### config.mk
export PLATFORM = sky130hd
export DESIGN_NAME = divider_param
export DESIGN_NICKNAME = d
export VERILOG_FILES = /design/src/rtl/divider_pkg.sv /design/src/rtl/div_step.sv /design/src/rtl/divider_param.sv
export SDC_FILE = /design/constraint.sdc
export NUM_CORES = 1
export LEC_CHECK = 0
export ABC_AREA = 1
export CELL_PAD_IN_SITES_DETAIL_PLACEMENT = 2
export CELL_PAD_IN_SITES_GLOBAL_PLACEMENT = 2
export CORE_UTILIZATION = 29
export DETAILED_ROUTE_END_ITERATION = 16
export GPL_TIMING_DRIVEN = 0
export PLACE_DENSITY_LB_ADDON = 0.1
export RECOVER_POWER = 50
export SLEW_MARGIN = 15
export SYNTH_ARGS = -nofsm -noshare
export SYNTH_HDL_FRONTEND = slang
export SYNTH_SLANG_ARGS = --single-unit
### constraint.sdc
create_clock -name clk -period 1.8 [get_ports clk]
set_input_delay 0.27 -clock clk [delete_from_list [all_inputs] [get_ports clk]]
set_output_delay 0.27 -clock clk [all_outputs]
set_load 0.005 [all_outputs]
### src/rtl/divider_pkg.sv
// Shared FSM state type and iteration-count helper for the parameterised divider.
package divider_pkg;

    typedef enum logic [1:0] {
        IDLE,
        CALC,
        DONE
    } state_t;

    function automatic int calc_iter(input int width, input int frac);
        return width + frac;
    endfunction

endpackage

### src/rtl/div_step.sv
// One restoring-division step: shift a dividend bit into the partial remainder, subtract if it fits.
module div_step #(
    parameter int WIDTH = 10
) (
    input  logic [WIDTH-1:0] rem_i,
    input  logic             bit_i,
    input  logic [WIDTH-1:0] div_i,
    output logic [WIDTH-1:0] rem_o,
    output logic             qbit_o
);

    logic [WIDTH:0] trial;
    logic [WIDTH:0] diff;

    always_comb begin
        trial  = {rem_i, bit_i};
        diff   = trial - {1'b0, div_i};
        qbit_o = (trial >= {1'b0, div_i});
        // Remainder stays below the divisor, so WIDTH bits always suffice.
        rem_o  = qbit_o ? diff[WIDTH-1:0] : trial[WIDTH-1:0];
    end

endmodule

### src/rtl/divider_param.sv
// Iterative restoring divider: (a_in << FRAC) / b_in, one quotient bit per cycle, MSB first.
// Define DIV_SIGNED_EN to add the sgn port and two's-complement operand handling.
module divider_param
    import divider_pkg::*;
#(
    parameter int WIDTH = 10,
    parameter int FRAC  = 0
) (
    input  logic             clk,
    input  logic             rst_n,
    input  logic             sclr,
    input  logic             start,
    input  logic [WIDTH-1:0] a_in,
    input  logic [WIDTH-1:0] b_in,
`ifdef DIV_SIGNED_EN
    input  logic             sgn,
`endif
    output logic [WIDTH-1:0] q_out,
    output logic [WIDTH-1:0] r_out,
    output logic             dvz,
    output logic             ovf,
    output logic             busy,
    output logic             valid
);

    localparam int ITER = calc_iter(WIDTH, FRAC);
    localparam int NW   = ITER;
    localparam int CW   = $clog2(ITER);

    state_t           state_q, state_d;
    // Dividend bits leave at the MSB while quotient bits enter at the LSB.
    logic [NW-1:0]    nq_q, nq_d;
    logic [WIDTH-1:0] rem_q, rem_d;
    logic [WIDTH-1:0] div_q, div_d;
    logic [CW-1:0]    cnt_q, cnt_d;
    logic             zdiv_q, zdiv_d;
    logic [WIDTH-1:0] q_q, q_d;
    logic [WIDTH-1:0] r_q, r_d;
    logic             dvz_q, dvz_d;
    logic             ovf_q, ovf_d;
    logic             valid_q, valid_d;

    logic [WIDTH-1:0] a_mag, b_mag;
    logic [WIDTH-1:0] rem_nx;
    logic             qbit;
    logic             ovf_u;
    logic [WIDTH-1:0] q_fin, r_fin;
    logic             ovf_fin;

`ifdef DIV_SIGNED_EN
    localparam logic [NW-1:0] SLIM = NW'(1) << (WIDTH - 1);
    logic             sgn_q, sgn_d;
    logic             qneg_q, qneg_d;
    logic             aneg_q, aneg_d;
    logic [NW-1:0]    q_signed;
`endif

    div_step #(.WIDTH(WIDTH)) u_step (
        .rem_i  (rem_q),
        .bit_i  (nq_q[NW-1]),
        .div_i  (div_q),
        .rem_o  (rem_nx),
        .qbit_o (qbit)
    );

    if (FRAC > 0) begin : g_ovf_frac
        assign ovf_u = |nq_q[NW-1:WIDTH];
    end else begin : g_ovf_nofrac
        assign ovf_u = 1'b0;
    end

`ifdef DIV_SIGNED_EN
    // Divide magnitudes, then restore signs: quotient truncates toward zero, remainder follows dividend.
    always_comb begin
        a_mag    = (sgn && a_in[WIDTH-1]) ? -a_in : a_in;
        b_mag    = (sgn && b_in[WIDTH-1]) ? -b_in : b_in;
        q_signed = qneg_q ? -nq_q : nq_q;
        q_fin    = q_signed[WIDTH-1:0];
        r_fin    = aneg_q ? -rem_q : rem_q;
        if (sgn_q) begin
            ovf_fin = qneg_q ? (nq_q > SLIM) : (nq_q >= SLIM);
        end else begin
            ovf_fin = ovf_u;
        end
    end
`else
    always_comb begin
        a_mag   = a_in;
        b_mag   = b_in;
        q_fin   = nq_q[WIDTH-1:0];
        r_fin   = rem_q;
        ovf_fin = ovf_u;
    end
`endif

    always_comb begin
        state_d = state_q;
        nq_d    = nq_q;
        rem_d   = rem_q;
        div_d   = div_q;
        cnt_d   = cnt_q;
        zdiv_d  = zdiv_q;
        q_d     = q_q;
        r_d     = r_q;
        dvz_d   = dvz_q;
        ovf_d   = ovf_q;
        valid_d = 1'b0;
`ifdef DIV_SIGNED_EN
        sgn_d   = sgn_q;
        qneg_d  = qneg_q;
        aneg_d  = aneg_q;
`endif
        unique case (state_q)
            IDLE: begin
                if (start) begin
                    q_d     = '0;
                    r_d     = '0;
                    dvz_d   = 1'b0;
                    ovf_d   = 1'b0;
                    nq_d    = NW'(a_mag) << FRAC;
                    rem_d   = '0;
                    div_d   = b_mag;
                    cnt_d   = CW'(ITER - 1);
                    zdiv_d  = (b_in == '0);
                    state_d = (b_in == '0) ? DONE : CALC;
`ifdef DIV_SIGNED_EN
                    sgn_d   = sgn;
                    qneg_d  = sgn & (a_in[WIDTH-1] ^ b_in[WIDTH-1]);
                    aneg_d  = sgn & a_in[WIDTH-1];
`endif
                end
            end
            CALC: begin
                nq_d  = {nq_q[NW-2:0], qbit};
                rem_d = rem_nx;
                if (cnt_q == '0) begin
                    state_d = DONE;
                end else begin
                    cnt_d = cnt_q - 1'b1;
                end
            end
            DONE: begin
                state_d = IDLE;
                valid_d = 1'b1;
                if (zdiv_q) begin
                    dvz_d = 1'b1;
                end else begin
                    q_d   = q_fin;
                    r_d   = r_fin;
                    ovf_d = ovf_fin;
                end
            end
            default: state_d = IDLE;
        endcase
        // Synchronous clear overrides everything, including a coincident start.
        if (sclr) begin
            state_d = IDLE;
            q_d     = '0;
            r_d     = '0;
            dvz_d   = 1'b0;
            ovf_d   = 1'b0;
            valid_d = 1'b0;
            zdiv_d  = 1'b0;
        end
    end

    always_ff @(posedge clk or negedge rst_n) begin
        if (!rst_n) begin
            state_q <= IDLE;
            nq_q    <= '0;
            rem_q   <= '0;
            div_q   <= '0;
            cnt_q   <= '0;
            zdiv_q  <= 1'b0;
            q_q     <= '0;
            r_q     <= '0;
            dvz_q   <= 1'b0;
            ovf_q   <= 1'b0;
            valid_q <= 1'b0;
`ifdef DIV_SIGNED_EN
            sgn_q   <= 1'b0;
            qneg_q  <= 1'b0;
            aneg_q  <= 1'b0;
`endif
        end else begin
            state_q <= state_d;
            nq_q    <= nq_d;
            rem_q   <= rem_d;
            div_q   <= div_d;
            cnt_q   <= cnt_d;
            zdiv_q  <= zdiv_d;
            q_q     <= q_d;
            r_q     <= r_d;
            dvz_q   <= dvz_d;
            ovf_q   <= ovf_d;
            valid_q <= valid_d;
`ifdef DIV_SIGNED_EN
            sgn_q   <= sgn_d;
            qneg_q  <= qneg_d;
            aneg_q  <= aneg_d;
`endif
        end
    end

    assign q_out = q_q;
    assign r_out = r_q;
    assign dvz   = dvz_q;
    assign ovf   = ovf_q;
    assign busy  = (state_q != IDLE);
    assign valid = valid_q;

endmodule

Word level (Yosys, flattened, before mapping). Cells that the tools add are included.

Input port bits: 24. Logic and storage cells: 68. Flip-flop bits (word level): 60. Output and inout port bits: 24.

Mux-type cells: 31. Add/subtract/negate cells: 2. Reduce and logical (&&, ||, !) cells: 15. Magnitude comparators: 1. Equality and inequality tests: 8.

Operators with widths (number): 10-bit case mux with 2 select lines (4); 10-bit two-way mux (7); 3-bit inequality test (second input constant) (4); 11-bit by 10-bit >= comparator with 1-bit output (1); 10-bit zero test (1); 1-bit two-way mux (10); 10-bit subtractor (1); 3-bit AND reduction (3); 2-bit two-way mux (4); 4-bit two-way mux (2); 4-bit case mux with 2 select lines (1); 2-bit AND reduction (4); 2-bit nonzero test (4); 4-bit zero test (1); 2-bit inequality test (second input constant) (2); 1-bit case mux with 2 select lines (2); 2-bit case mux with 2 select lines (1); 4-bit by 1-bit subtractor with 4-bit output (second input constant) (1); 3-bit nonzero test (1); 2-bit by 1-bit equality test with 1-bit output (second input constant) (1); 2-bit equality test (second input constant) (1); 2-bit zero test (1).

Logic depth before layout (Yosys ltp). Gate-level depths: netlist of the first run.

Word-level depth: 5. Depth in mapped cells: 13. Mapped depth without buffers: 13.

By module. From an unflattened synthesis of the first run, not the netlist that was laid out.

Cells, all modules: 420. Area, all modules: 3249.4 µm².

By module, submodules not included: divider_param (instances 1, cells an instance 283, area an instance 2486.1 µm², sequential area each 1476.4 µm²); div_step (instances 1, cells an instance 137, area an instance 763.2 µm², sequential area each 0.0 µm²).

Least setup slack after synthesis of the first run. OpenSTA, ideal clock, no wires.

Path type: flip-flop to flip-flop. Start point: reg nq_q[9]. End point: reg rem_q[8], in the netlist r_fin[8]. Path buffers: 0. Slack: 0.111 ns. Library setup time: 0.124 ns. Stages on the path, launching flop included: 13. Arrival: 1.564 ns. Period minus slack after synthesis: 1.689 ns. Data required time: 1.676 ns. Cell sequence: dfrtp_1 > inv_1 > ha_1 > inv_1 > fa_1 > nand3_1 > nand2_1 > nand2_1 > nand2_1 > nand2_1 > nand2_1 > nand3_1 > nand3_1.

Cells in the longest elaborated chain, start to end: 3. Elaborated cells between the ends (all ways): 4. Classes of those cells: 1 x add/sub; 1 x order compare; 2 x mux.

RTL lines: start, declared (RTL line divider_param.sv:32) `logic [NW-1:0] nq_q, nq_d;`; start signal, assigned (RTL line divider_param.sv:187) `nq_q <= nq_d;`; 10-bit subtractor / 11-bit by 10-bit >= comparator with 1-bit output (equally long branches) (RTL line div_step.sv:17, div_step.sv:18); 10-bit two-way mux * (RTL line div_step.sv:20) `rem_o = qbit_o ? diff[WIDTH-1:0] : trial[WIDTH-1:0];`; 10-bit case mux with 2 select lines * (RTL line divider_param.sv:113) `unique case (state_q)`; end signal, assigned (RTL line divider_param.sv:188) `rem_q <= rem_d;`; end, declared (RTL line divider_param.sv:33) `logic [WIDTH-1:0] rem_q, rem_d;`.

Mark *: on every way between the ends. The rest lies on a longest branch, timed or not. A chain may end at the register's enable or synchronous reset.

Worst setup path after layout of the first run.
Start point: reg rem_q[1], in the netlist r_fin[1]. End point: reg rem_q[5], in the netlist r_fin[5].

Cells in the longest elaborated chain, start to end: 3. Elaborated cells between the ends (all ways): 4. Classes of those cells: 1 x add/sub; 1 x order compare; 2 x mux.

RTL lines (RTL line): 10-bit subtractor / 11-bit by 10-bit >= comparator with 1-bit output (equally long branches) (div_step.sv:17, div_step.sv:18); 10-bit two-way mux * (div_step.sv:20); 10-bit case mux with 2 select lines * (divider_param.sv:113).

Marks and branches as above.

==> results.md, run 1 <==
* Site Rows at 37
* IO Count at between 40 and 50
* Crit path kind: flip-flop to flip-flop
* Crit path launch type: flip-flop
* CP Max Fanout at 5
* Vias in the first global route at 2982
* Clock power share at between 10% and 20%
* P_sw at roughly 3.5 mW
* Final number of max-transition violations at 0
* Post-detail-place hpwl at between 6 and 7 mm
* GPL Wtd Cong at between 0.7 and 0.8
* Hold Startpoint: cnt_q[0]
* P per Cell Area at 1766 nW/µm²
* DP Cell Count at between 500 and 600
* Fmax at approximately 550 MHz
* Mean post-synth cell area at between 8 and 9 µm²
* Final Hold Violating Endpoints at 0
* GR Util met1 at ~23%
* Port Buffers at 46
* Worst EP required at about 2.1 ns
* Grt met3 use at 3.030%
* Max_cap viols at 0
* Clk pin slew, worst setup/hold paths at 0.07 ns
* Setup Viol. Count Final at 1
* Antenna diodes at 0
* Worst Hold Depth at 1
* Design Area, Final at roughly 4400 µm²
* Area of the mapped netlist at roughly 3100 µm²
* Status: finished, violations left
* Hold endpoint: cnt_q[0]
* H-tree depth at 3
* TritonRoute pass-1 iters at 4
* Antenna violations before repair at 0
* CTS Buf Count at 9
* YS warnings at 0
* FF-to-FF End: r_fin[5]
* RR Startpoint: r_fin[1]
* Placed instance area at around 3800 µm²
* Synth Net Count at around 420
* Area Growth Syn to Fin at 40.38%
* Core area at between 10000 and 15000 µm²
* FF+latch count, synth at 59
* Relative max-transition margin at 37.72%
* Final worst-path cycle share at 100.2%
* Nets at roughly 490
* Total track usage at around 18%
* Wire per inst at ~16 µm
* Setup Slack @ Placement at -0.1950 ns
* Switching part of the total at between 40% and 50%
* Sequential share of power at a little over a quarter
* Final setup margin at -0.002883 ns
* Internal power at approximately 4.2 mW
* Post-route insts no fill at between 500 and 600
* HP Class: flip-flop to flip-flop
* Sequential share of the synthesized area at 47.50%
* Gate Count Post-Synth at 382
* RSZ-0062 raised after global routing: true
* Die X at about 110 µm
* ANT nets after route at 0
* Die Y at 105.5 µm
* Post-synth cell types at 33
* Clock latency on the worst-skew pair at about 0.34 ns
* R2R Setup Slk at -0.003 ns
* Final wirelength at roughly 9.6 mm
* Via density per instance at roughly 4.7
* Initial Util at approximately 30%
* Grt ovf at 0
* Leak at between 2 and 2.5 nW
* Logic gate share of total power at a little under three fifths
* Root buf cell: clkbuf_8
* Remaining DRCs at 0
* R2R depth at 10
* Worst-Margin Slew at between 0.9 and 1 ns
* TritonCTS clock tree: done
* Via count at between 2000 and 3000
* Final worst path period need at roughly 1.8 ns
* Worst Setup End Kind: flip-flop
* Worst EP arrival at roughly 2.1 ns
* 1st-iter DRT viols at 67
* Worst VDD drop at 0.0005133 V
* GR peak layer: met2
* Met2 global-route usage at between 20 and 30%
* First-pass GRT wire length at around 15 mm
* Largest net degree at the start of global routing at between 40 and 50
* Deepest clock path buffer count at 2
* Clock skew at ~0.013 ns
* Ratio of cells with drive above 1 in the final layout at between 20% and 30%
* Failing checks: setup timing
* Clk sink count at just under 60
* Die ar. at about 11000 µm²
[synth_stat cells, drive strengths merged]
cell type  number  area, µm²
nand2          97      391.6
inv            72      270.3
dfrtp          59       1476
o21ai          31      158.9
nand3          30      150.1
nor2           18      93.84
a21oi          13      72.57
o22ai          13      87.58
ha             12      150.1
buf            10      52.55
o211ai          9      67.56
o21bai          3      22.52
xor2            3      26.28
nand4           2      12.51
nor3            2      10.01
nor4            2      12.51
clkbuf          1      3.750
conb            1      3.750
fa              1      20.02
nand3b          1      7.510
o22a            1      8.760
o32ai           1      8.760
[cell families (layout without fill, tap and decap cells)]
family / Yosys count / in the layout / synth area share (%)
buffers and inverters: 83 / 159 / 10.51
XOR/XNOR: 3 / 3 / 0.8456
AND/OR/NAND/NOR: 152 / 154 / 21.82
adder cells (fa/ha/maj): 13 / 13 / 5.475
flip-flops: 59 / 59 / 47.50
other: 1 / 1 / 0.1207
AO/OA/AOI/OAI: 71 / 71 / 13.73
[layout make-up]
| cell class | count | area, µm² |
|---|---|---|
| inverter | 72 | 270.3 |
| timing repair buffer | 61 | 593.1 |
| fill | 1169 | 6007 |
| sequential | 59 | 1485 |
| clock buffer | 11 | 151.4 |
| buffer | 11 | 56.30 |
| clock inverter | 4 | 73.82 |
| multi-input combinational | 242 | 1563 |
| tap | 136 | 170.2 |
[routing by layer]
layer  wire, µm  vias up
met5          0        -
met4         94        0
met3        246        8
met2       4898       43
met1       4377     1391
li1           -     1372
[registers in the layout (all words and copies together), names as in the netlist]
register and flops:
cnt_q 4, div_q 10, dvz 1, nq_q 10
q_out 10, r_fin 10, r_out 10, state_q 2
valid 1, zdiv_q 1
[cell usage in the layout (no fill, tap or decap), types with 2 or more instances in the layout]
cell | synthesis | final
a21oi_1 | 11 | 10
a21oi_4 | 0 | 2
buf_2 | 9 | 9
buf_4 | 1 | 13
bufinv_16 | 0 | 2
clkbuf_1 | 1 | 2
clkbuf_8 | 0 | 11
clkdlybuf4s50_1 | 0 | 42
dfrtp_1 | 59 | 52
dfrtp_2 | 0 | 7
dlygate4sd3_1 | 0 | 4
ha_1 | 12 | 2
ha_4 | 0 | 10
inv_1 | 67 | 61
inv_2 | 5 | 11
nand2_1 | 90 | 83
nand2_2 | 5 | 8
nand2_4 | 2 | 6
nand3_1 | 30 | 28
nand4_1 | 2 | 2
nor2_1 | 15 | 14
nor2_4 | 1 | 3
nor3_2 | 0 | 2
nor4_1 | 2 | 2
o211ai_1 | 9 | 9
o21ai_0 | 29 | 29
o21bai_1 | 3 | 3
o22ai_1 | 12 | 12
xor2_1 | 3 | 3
[power groups by stage]
stage          clock network [mW]  logic [mW]  registers, mW
6_report                     1.41        4.29           2.00
5_1_grt                      1.49        4.77           2.04
4_1_cts                      1.44        3.66           1.98
3_5_place_dp                    0        3.23           1.97
3_3_place_gp                    0        3.09           1.95
2_1_floorplan                   0        2.30           1.88
[worst max-delay path: stages, from the launching register on]
cell and delay [ns]:
dfrtp_2 0.45, ha_4 0.33, nand2_4 0.08, o21ai_4 0.17
nand2_2 0.10, nand2_4 0.09, nand2_4 0.08, buf_4 0.15
nand2_4 0.08, nand3_1 0.11, nand3_1 0.09
[per-stage QoR]
step           setup TNS (ns)  total power, mW  hold slack [ns]  utilization, %
2_1_floorplan               0            4.175         -0.02559               -
6_report            -0.002883            7.704           0.4721           42.07
4_1_cts                     0            7.076           0.3227           40.07
3_3_place_gp           -99.08            5.042           0.4546           36.05
3_5_place_dp           -3.137            5.200           0.1491           36.29
5_1_grt               -0.4860            8.301           0.5124           42.07
[how the worst max path moves through the flow]
stage	end	slack, ns	cells past startpoint	startpoint
after global placement	div_q[2]	-1.65	1	rst_n
after detailed placement	q_out[6]	-0.19	7	sclr
after floorplan	r_fin[8]	0.11	12	nq_q[9]
after CTS	r_fin[1]	0.006	8	r_fin[6]
final	r_fin[5]	-0.003	10	r_fin[1]
after global routing	r_fin[5]	-0.08	10	r_fin[1]
[timing repair]
action                                 4_1_cts  5_1_grt
gates cloned                                 1        1
resized for setup                           21       29
endpoints found under the hold margin       15        0
pin swaps                                    7       16
hold buffers                                 1        0
setup endpoints to repair                   10       11
setup buffers                                2       11
No activity file was read; power rests on OpenSTA's default activity.
==> inputs of run 2 (changes only) <==
Settings changed: CTS_CLUSTER_DIAMETER set to 100.
==> results of run 2 <==
The final DEF is identical to that of run 1; final timing and power are the same.
==> inputs of run 3 (changes only) <==
Settings changed: CTS_BUF_LIST set to sky130_fd_sc_hd__clkbuf_8 sky130_fd_sc_hd__clkbuf_16.
==> results of run 3 <==
The final DEF is identical to that of run 1; final timing and power are the same.
